**src/rtl/dmem_ctrl.sv**
```systemverilog
// dmem_ctrl: multi-cycle data-memory access controller with pipeline stall and watchdog
module dmem_ctrl #(
    parameter int TIMEOUT = 16
) (
    input  logic        clk_i,
    input  logic        rst_i,
    input  logic        mem_read_i,
    input  logic        mem_write_i,
    input  logic [31:0] addr_i,
    input  logic [31:0] wdata_i,
    output logic        stall_o,
    output logic [31:0] rdata_o,
    output logic        rdata_valid_o,
    output logic        err_o,
    output logic        mem_req_o,
    output logic        mem_we_o,
    output logic [31:0] mem_addr_o,
    output logic [31:0] mem_wdata_o,
    input  logic        mem_ack_i,
    input  logic [31:0] mem_rdata_i
);
    typedef enum logic [1:0] {IDLE, BUSY, DONE} state_t;

    localparam logic [7:0] LAST = 8'(TIMEOUT - 1);

    state_t     state;
    logic [7:0] cnt;
    logic       req;

    assign req     = mem_read_i | mem_write_i;
    assign stall_o = (state == IDLE) ? req : (state == BUSY);

    // Access FSM: latch in IDLE, wait for ack or watchdog in BUSY, release pipeline for one cycle in DONE
    always_ff @(posedge clk_i) begin
        if (rst_i) begin
            state         <= IDLE;
            cnt           <= '0;
            mem_req_o     <= 1'b0;
            mem_we_o      <= 1'b0;
            mem_addr_o    <= '0;
            mem_wdata_o   <= '0;
            rdata_o       <= '0;
            rdata_valid_o <= 1'b0;
            err_o         <= 1'b0;
        end else begin
            case (state)
                IDLE: begin
                    if (req) begin
                        mem_addr_o  <= addr_i;
                        mem_wdata_o <= wdata_i;
                        mem_we_o    <= mem_write_i;
                        err_o       <= err_o | (mem_read_i & mem_write_i);
                        cnt         <= '0;
                        mem_req_o   <= 1'b1;
                        state       <= BUSY;
                    end
                end
                BUSY: begin
                    cnt <= (cnt == 8'hff) ? cnt : cnt + 8'd1;
                    if (mem_ack_i || cnt == LAST) begin
                        if (!mem_we_o) rdata_o <= mem_ack_i ? mem_rdata_i : '0;
                        err_o         <= err_o | ~mem_ack_i;
                        mem_req_o     <= 1'b0;
                        rdata_valid_o <= ~mem_we_o;
                        state         <= DONE;
                    end
                end
                DONE: begin
                    rdata_valid_o <= 1'b0;
                    state         <= IDLE;
                end
                default: state <= IDLE;
            endcase
        end
    end
endmodule

```
**config.mk**
```make
export PLATFORM = sky130hd
export DESIGN_NAME = dmem_ctrl
export DESIGN_NICKNAME = d
export VERILOG_FILES = /design/src/rtl/dmem_ctrl.sv
export SDC_FILE = /design/constraint.sdc
export NUM_CORES = 1
export LEC_CHECK = 0
export BUFFER_PORTS_ARGS = -buffer_cell sky130_fd_sc_hd__clkbuf_2
export CORE_AREA = 8 8 100 102
export CTS_BUF_LIST = sky130_fd_sc_hd__clkbuf_16
export CTS_CLUSTER_SIZE = 14
export DETAILED_ROUTE_END_ITERATION = 7
export DIE_AREA = 0 0 108 110
export PLACE_DENSITY = 0.92
export SETUP_SLACK_MARGIN = 0.05
export SLEW_MARGIN = 20
export SYNTH_ARGS = -nofsm -noshare
export SYNTH_HDL_FRONTEND = slang
export SYNTH_SLANG_ARGS = --single-unit
```
**constraint.sdc**
```tcl
create_clock -name clk_i -period 2.8 [get_ports clk_i]
set_input_delay 0.56 -clock clk_i [delete_from_list [all_inputs] [get_ports clk_i]]
set_output_delay 0.56 -clock clk_i [all_outputs]
set_load 0.005 [all_outputs]
```
==> results of run 1 <==
report_power, final:
part           internal, mW  switching, mW  total [mW]
combinational         0.208          0.265       0.473
sequential             1.67         0.0599        1.73
clock                 0.605          0.557        1.16
total                  2.48          0.882        3.36
area by class of cell:
cell class | count | area [sq um]
Clock buffer | 9 | 225.2
Clock inverter | 7 | 50.05
Fill cell | 739 | 3237
Inverter | 4 | 15.01
Multi-Input combinational cell | 298 | 1553
Sequential cell | 110 | 2202
Tap cell | 108 | 135.1
Timing Repair Buffer | 205 | 1049
synthesized netlist by cell type:
| library cell | instances |
|---|---|
| a31oi_1 | 2 |
| o21ai_0 | 5 |
| a31oi_4 | 1 |
| buf_6 | 3 |
| o21bai_1 | 1 |
| nand4_1 | 1 |
| o21bai_4 | 1 |
| a211o_2 | 1 |
| or3_1 | 1 |
| inv_1 | 4 |
| or2_0 | 1 |
| nand4b_1 | 1 |
| nand3_1 | 5 |
| a311oi_1 | 2 |
| clkbuf_2 | 1 |
| or4_1 | 2 |
| buf_1 | 4 |
| ha_1 | 1 |
| nor4_1 | 2 |
| and3_1 | 2 |
| dfxtp_1 | 110 |
| nor2_1 | 12 |
| o2bb2ai_1 | 1 |
| buf_2 | 6 |
| nor3_1 | 5 |
| nor2b_1 | 1 |
| nor4b_2 | 1 |
| a22o_2 | 2 |
| a22o_1 | 30 |
| and3_2 | 1 |
| a21oi_1 | 72 |
| or4_4 | 1 |
| o21a_1 | 1 |
| nand2b_1 | 2 |
| a2111oi_0 | 1 |
| nand2_1 | 137 |
| clkbuf_1 | 19 |
| o31ai_1 | 2 |
layer usage:
metal  vias to the layer above  GRT usage (%)  part of all wire, %
li1                       1883              -                    -
met1                      1690          20.31                   38
met5                         -              0                    0
met3                        13          7.849                   13
met4                         0          5.253                  1.1
met2                       193          30.73                   48
state kept, by name, summed over array words and instances, names as in the netlist, 2 cells and up:
name	cells
mem_addr_o	32
rdata_o	32
mem_wdata_o	32
cnt	8
state	2
metrics by stage:
step                util (%)  total power, mW
finish                 61.76            3.365
global route           61.76            3.527
CTS                    61.76            3.405
detailed placement     58.51            2.243
global placement       58.51            2.218
floorplan                  -            2.006
placed cells by master, fill, tap and decap left out, types with 2 or more instances in the layout:
cell         n
nand2_1    137
nor2_1      12
and3_1       2
o21ai_0      5
inv_1        4
nand3_1      5
a21oi_1     72
dfxtp_1    110
nor4_1       2
a22o_2       2
nand2b_1     2
clkinv_1     2
a31oi_1      2
clkbuf_16    9
clkinv_4     3
o31ai_1      2
a22o_1      30
or4_1        2
nor3_1       4
buf_4        3
clkbuf_2   201
a311oi_1     2
critical path: stages, from the launching register on:
cell	delay (ns)
dfxtp_1	0.40
nor3_1	0.25
or2_0	0.33
inv_1	0.12
clkbuf_2	0.13
how the worst max path moves through the flow:
stage          slack (ns)       to        start  cells past startpoint
6_report             0.67  stall_o     state[0]                      4
5_1_grt              0.51  stall_o     state[0]                      4
4_1_cts              0.65  stall_o     state[0]                      4
3_5_place_dp         0.74  stall_o  mem_write_i                      5
3_3_place_gp         0.81  stall_o  mem_write_i                      5
2_1_floorplan        1.07  stall_o  mem_write_i                      4
cells by family after synthesis:
kind of cell | count (synthesis) | share of synthesized area [%]
buf+inv | 37 | 4.352
fa+ha+maj | 1 | 0.3199
flops | 110 | 56.32
simple gates | 175 | 18.66
compound gates | 122 | 20.35
==> metrics.csv, run 1 <==
metric,value,unit
grt.total_usage,18.14,%
synthToLayoutAreaGrowth,33.73,%
num_rows,34,
cp_max_fo,8,
rsz0062_at_grt,false,
overflow,0,
grt_pass1_vias,3696,
postCtsSetupBuffers,0,
clock-sinks,110,
grt_first_pass_wirelength,17680,microns
cts_repair_resize_count,0,
period_needed,2.127,ns
hold_path_startpoint,wdata_i[9],
worstPathRequired,2.24,ns
drt-wirelength-per-cell,15.37,microns
cts.path.max_buffers,2,
ant_nets,0,
fmax,470.2,MHz
setup_violations,0,
finalCritPeriodShare,75.95,%
outcome,"finished, final reports clean",
ys_seq_area_share,56.32,%
clk_latency,0.33,ns
die_w,108,microns
worst-setup-path-type,register to output pin,
p_leak,2.471,nW
dieHeight,110,microns
worstReg2RegEnd,rdata_o[27],
hold_path_end,mem_wdata_o[9],
final_cells,741,
setup_tns,0,ns
holdWs,0.4357,ns
dp_slack,0.7399,ns
clk_pin_slew,0.07,ns
cts_hold_buffers,0,
drive_gt1_share,36.18,%
synthCells,445,
dpl_cell_area,4954,sq um
synth_top_area_share,56.32,%
synth_fp_nets,547,
ir_drop,0.2830,mV
gp_routability_congestion,0.8989,
powerDensity,643.5,nW/um^2
setup_ws,0.6734,ns
cts_tree,done,
h-tree-depth,3,
vias,3779,
place_hpwl,8682,microns
routed_wirelength,11390,microns
numCtsBuffers,9,
hold_violations,0,
coreArea,8466,sq um
r2r_cells,3,
route.detailed.drc,0,
finish.instance_area,5229,sq um
worstHoldPathCells,3,
synth.area.top_cells,"dfxtp_1 56%, nand2_1 13%, a21oi_1 9.2%",
yosysUniqueCellTypes,38,
slew_violations,0,
yosys_warnings,0,
ys_seq_elements,110,
hold_class,input port to register,
cts_root_buf,clkbuf_16,
syn_avg_cell_area,8.787,sq um
cp-start-kind,register,
fin_skew,0.006584,ns
yosysTopAreaCell,dfxtp_1,
dr.pass1.iters,4,
r2r_start,state[0],
maxCapViolCount,0,
io_pins,202,
antenna_cells,0,
arrival,1.57,ns
worstSetupEndpointType,output pin,
nets,730,
slew_headroom,47.11,%
r2r_slack,0.76,ns
port-buffer-count,201,
syn_area,3910,sq um
start_util,46.19,%
grt_start_max_net_pins,67,
drtIter0Drc,187,
via_per_inst,5.100,
dp.cells,725,
dieArea,11880,sq um
tightest_slew,0.7933,ns
antenna_found_initial,0,
Power figures use the tool's default switching activity.
==> run 2: changes to the inputs <==
- ABC_AREA: default -> 1
- CORE_AREA: 8 8 100 102 -> 8 8 108 110
- DIE_AREA: 0 0 108 110 -> 0 0 116 118
- PLACE_DENSITY: 0.92 -> 0.88
- clock period: 2.8 -> 2.13 ns (I/O delays scaled with it)
==> run 2 against run 1 <==
Compared with the run above: cell area rose by 14%; first-iteration DRC count rose by 61%; register-to-register slack got worse by 0.37 ns; clock skew rose by 0.0013 ns; clock-buffer cell count did not move; wire length rose by 13%; critical path type unchanged; largest power group unchanged.
==> metrics.csv, run 2 <==
metric,value,unit,change
outcome,"finished, final reports clean",,
drive_gt1_share,27.88,%,-8.3 points
postCtsSetupBuffers,0,,unchanged
tightest_slew,0.6452,ns,-0.1481 ns
ys_seq_elements,110,,unchanged
grt.total_usage,18.44,%,+0.30 points
maxCapViolCount,0,,unchanged
synthMuxAreaShare,0,%,unchanged
clk_pin_slew,0.08,ns,about the same
io_pins,202,,unchanged
clk_latency,0.34,ns,about the same
numCtsBuffers,9,,unchanged
syn_area,4543,sq um,+16%
synth_compound_area_share,9.942,%,-10 points
slew_headroom,56.99,%,+9.9 points
drt-wirelength-per-cell,13.20,microns,-14%
synth_common_cells,"183 x nor2_1, 115 x nand2_1, 110 x dfxtp_1",,
cts_hold_buffers,0,,unchanged
grt_first_pass_wirelength,20610,microns,+17%
port-buffer-count,201,,unchanged
yosys_warnings,0,,unchanged
arrival,1.40,ns,-0.17 ns
worstPathRequired,1.70,ns,-0.54 ns
synthXorXnorAreaFrac,0,%,unchanged
intPower,3.460,mW,+39%
synth-simple-area-share,31.23,%,+13 points
grt_start_max_net_pins,65,,-3.0%
ys_async_sr_fraction,0,%,unchanged
overflow,0,,unchanged
clock_power_share,34.1,%,-0.5 points
synth-main-ff-cell,dfxtp_1,,
dp.cells,963,,+33%
period_needed,1.827,ns,
ys_seq_area_share,48.47,%,-7.8 points
holdWs,0.3243,ns,-0.1113 ns
cts_tree,done,,
r2r_slack,0.39,ns,-0.37 ns
combPwrFrac,18.4,%,+4.3 points
setup_violations,0,,unchanged
path_buf_inv,1,,-1
hold_path_end,mem_addr_o[10],,
cp_max_fo,17,,+9
r2r_start,cnt[0],,
grt_pass1_vias,4255,,+15%
cp_cell_sequence,"nor2_1, nand2_2, nand2_1, clkbuf_2",,
antenna_cells,0,,unchanged
synth.area.top_cells,"dfxtp_1 48%, nor2_1 15%, nand2_1 9.5%",,
dieHeight,118,microns,+7.3%
gp_routability_congestion,0.7895,,-12%
synth_edf_count,0,,unchanged
h-tree-depth,3,,unchanged
num-fill-cells,961,,+30%
via_per_inst,4.646,,-8.9%
vias,4548,,+20%
synth_top_family_by_area,simple AND/OR/NAND/NOR gates,,
synth_fa_ha_area_share,0.2754,%,-0.045 points
fmax,547.2,MHz,
fin_skew,0.007857,ns,+0.001273 ns
syn_avg_cell_area,6.904,sq um,-21%
num_rows,37,,+8.8%
routed_wirelength,12920,microns,+13%
ir_drop,0.5809,mV,+110%
synth_top_area_share,48.47,%,-7.8 points
route.detailed.drc,0,,unchanged
swShare,30.03,%,+3.8 points
final_cell_mix,"201 x clkbuf_2, 183 x nor2_1, 115 x nand2_1, 110 x dfxtp_1",,
synthToLayoutAreaGrowth,30.76,%,
place_hpwl,9287,microns,+7.0%
cts_repair_resize_count,0,,unchanged
finalCritPeriodShare,85.80,%,
max_stage_delay,0.44,ns,+0.04 ns
worstReg2RegEnd,rdata_valid_o,,
yosysTopAreaCell,dfxtp_1,,
synthCells,658,,+48%
start_util,45.43,%,-0.75 points
cp_top_family,simple AND/OR/NAND/NOR gates,,
dieArea,13690,sq um,+15%
p_sw,1.485,mW,+68%
clock-sinks,110,,unchanged
die_w,116,microns,+7.4%
cpMaxStageDelayCell,dfxtp_1,,
antenna_found_initial,0,,unchanged
synth_fp_nets,760,,+39%
powerDensity,832.3,nW/um^2,+29%
nets,940,,+29%
cts_root_buf,clkbuf_16,,
top_regs,"mem_addr_o x32, mem_wdata_o x32, rdata_o x32",,
final_common_cell,clkbuf_2,,
yosysUniqueCellTypes,27,,-29%
hold_violations,0,,unchanged
seqCellArea,2202,sq um,unchanged
setup_tns,0,ns,unchanged
final_cells,979,,+32%
cp-start-kind,register,,
hold_class,input port to register,,
r2r_cells,5,,+2
drtIter0Drc,302,,+61%
coreArea,10000,sq um,+18%
p_leak,3.100,nW,+25%
seq_power_share,47.5,%,-3.9 points
cts.path.max_buffers,2,,unchanged
ant_nets,0,,unchanged
synth_most_common_cell,nor2_1,,
worstSetupEndpointType,output pin,,
worst-setup-path-type,register to output pin,,
slew_violations,0,,unchanged
worstHoldPathCells,3,,unchanged
rsz0062_at_grt,false,,
hold_path_startpoint,addr_i[10],,
dr.pass1.iters,4,,unchanged
multi_input_area,1883,sq um,+21%
## run 2: cell count changes after synthesis, sizes merged, moves of 4 or more
cell    previous run  this run
inv                4        75
nor3               5         1
nand2            137       116
a21oi             72         8
nor2              12       185
clkbuf            20        27
a22o              32         0
o21ai              5        74
nand4              1        29
nand3              5        12
## run 2: power groups by stage
stage               sequential, mW  combinational, mW  clock (mW)
floorplan                     2.40              0.502           0
global placement              2.38              0.901           0
detailed placement            2.40              0.914           0
CTS                           2.35              0.917        1.74
global route                  2.37               1.03        1.82
finish                        2.35              0.909        1.69
## run 2: cell type report
cell class | count | share of cell area (%)
clock buffers | 9 | 3.791
multi-input cells | 432 | 31.70
clock inverters | 7 | 1.348
flip-flops and latches | 110 | 37.07
well taps | 136 | 2.864
inverters | 75 | 4.739
repair buffers | 210 | 18.49
## run 2: per-stage QoR
stage | setup WS [ns] | utilization, % | cell area (sq um) | power [mW]
after floorplan | 0.7141 | - | 4543 | 2.907
after global placement | 0.4189 | 56.36 | 5635 | 3.285
after detailed placement | 0.3931 | 56.36 | 5635 | 3.310
after CTS | 0.3019 | 59.41 | 5941 | 5.008
after global routing | 0.1574 | 59.41 | 5941 | 5.221
final | 0.3025 | 59.41 | 5941 | 4.945
## run 2: worst min-delay path, delay by kind of cell
family	cells	cell delay, ns
compound gates	1	0.07
buf+inv	1	0.07
simple gates	1	0.07
## run 2: worst max path at each step
stage | start | to | slack [ns] | depth (start not counted)
floorplan | mem_write_i | stall_o | 0.71 | 4
CTS | state[1] | stall_o | 0.30 | 4
detailed placement | mem_write_i | mem_addr_o[26] | 0.39 | 7
global placement | mem_write_i | mem_addr_o[14] | 0.42 | 7
global route | cnt[0] | rdata_o[30] | 0.16 | 7
finish | state[1] | stall_o | 0.30 | 4
## run 2: per-layer routing
metal	track usage (%)	routed length [microns]	vias to the layer above
li1	-	-	2397
met1	20.92	5183	2012
met2	32.39	6760	121
met3	4.053	749	18
met4	7.137	225	0
met5	0	0	-
## run 2: cells by family (layout without fill, tap and decap cells)
group	Yosys count	after routing
AOI/OAI and AO/OA	86	86
adders and majority gates	1	1
buffers and inverters	116	301
DFF	110	110
and+or+nand+nor	345	345
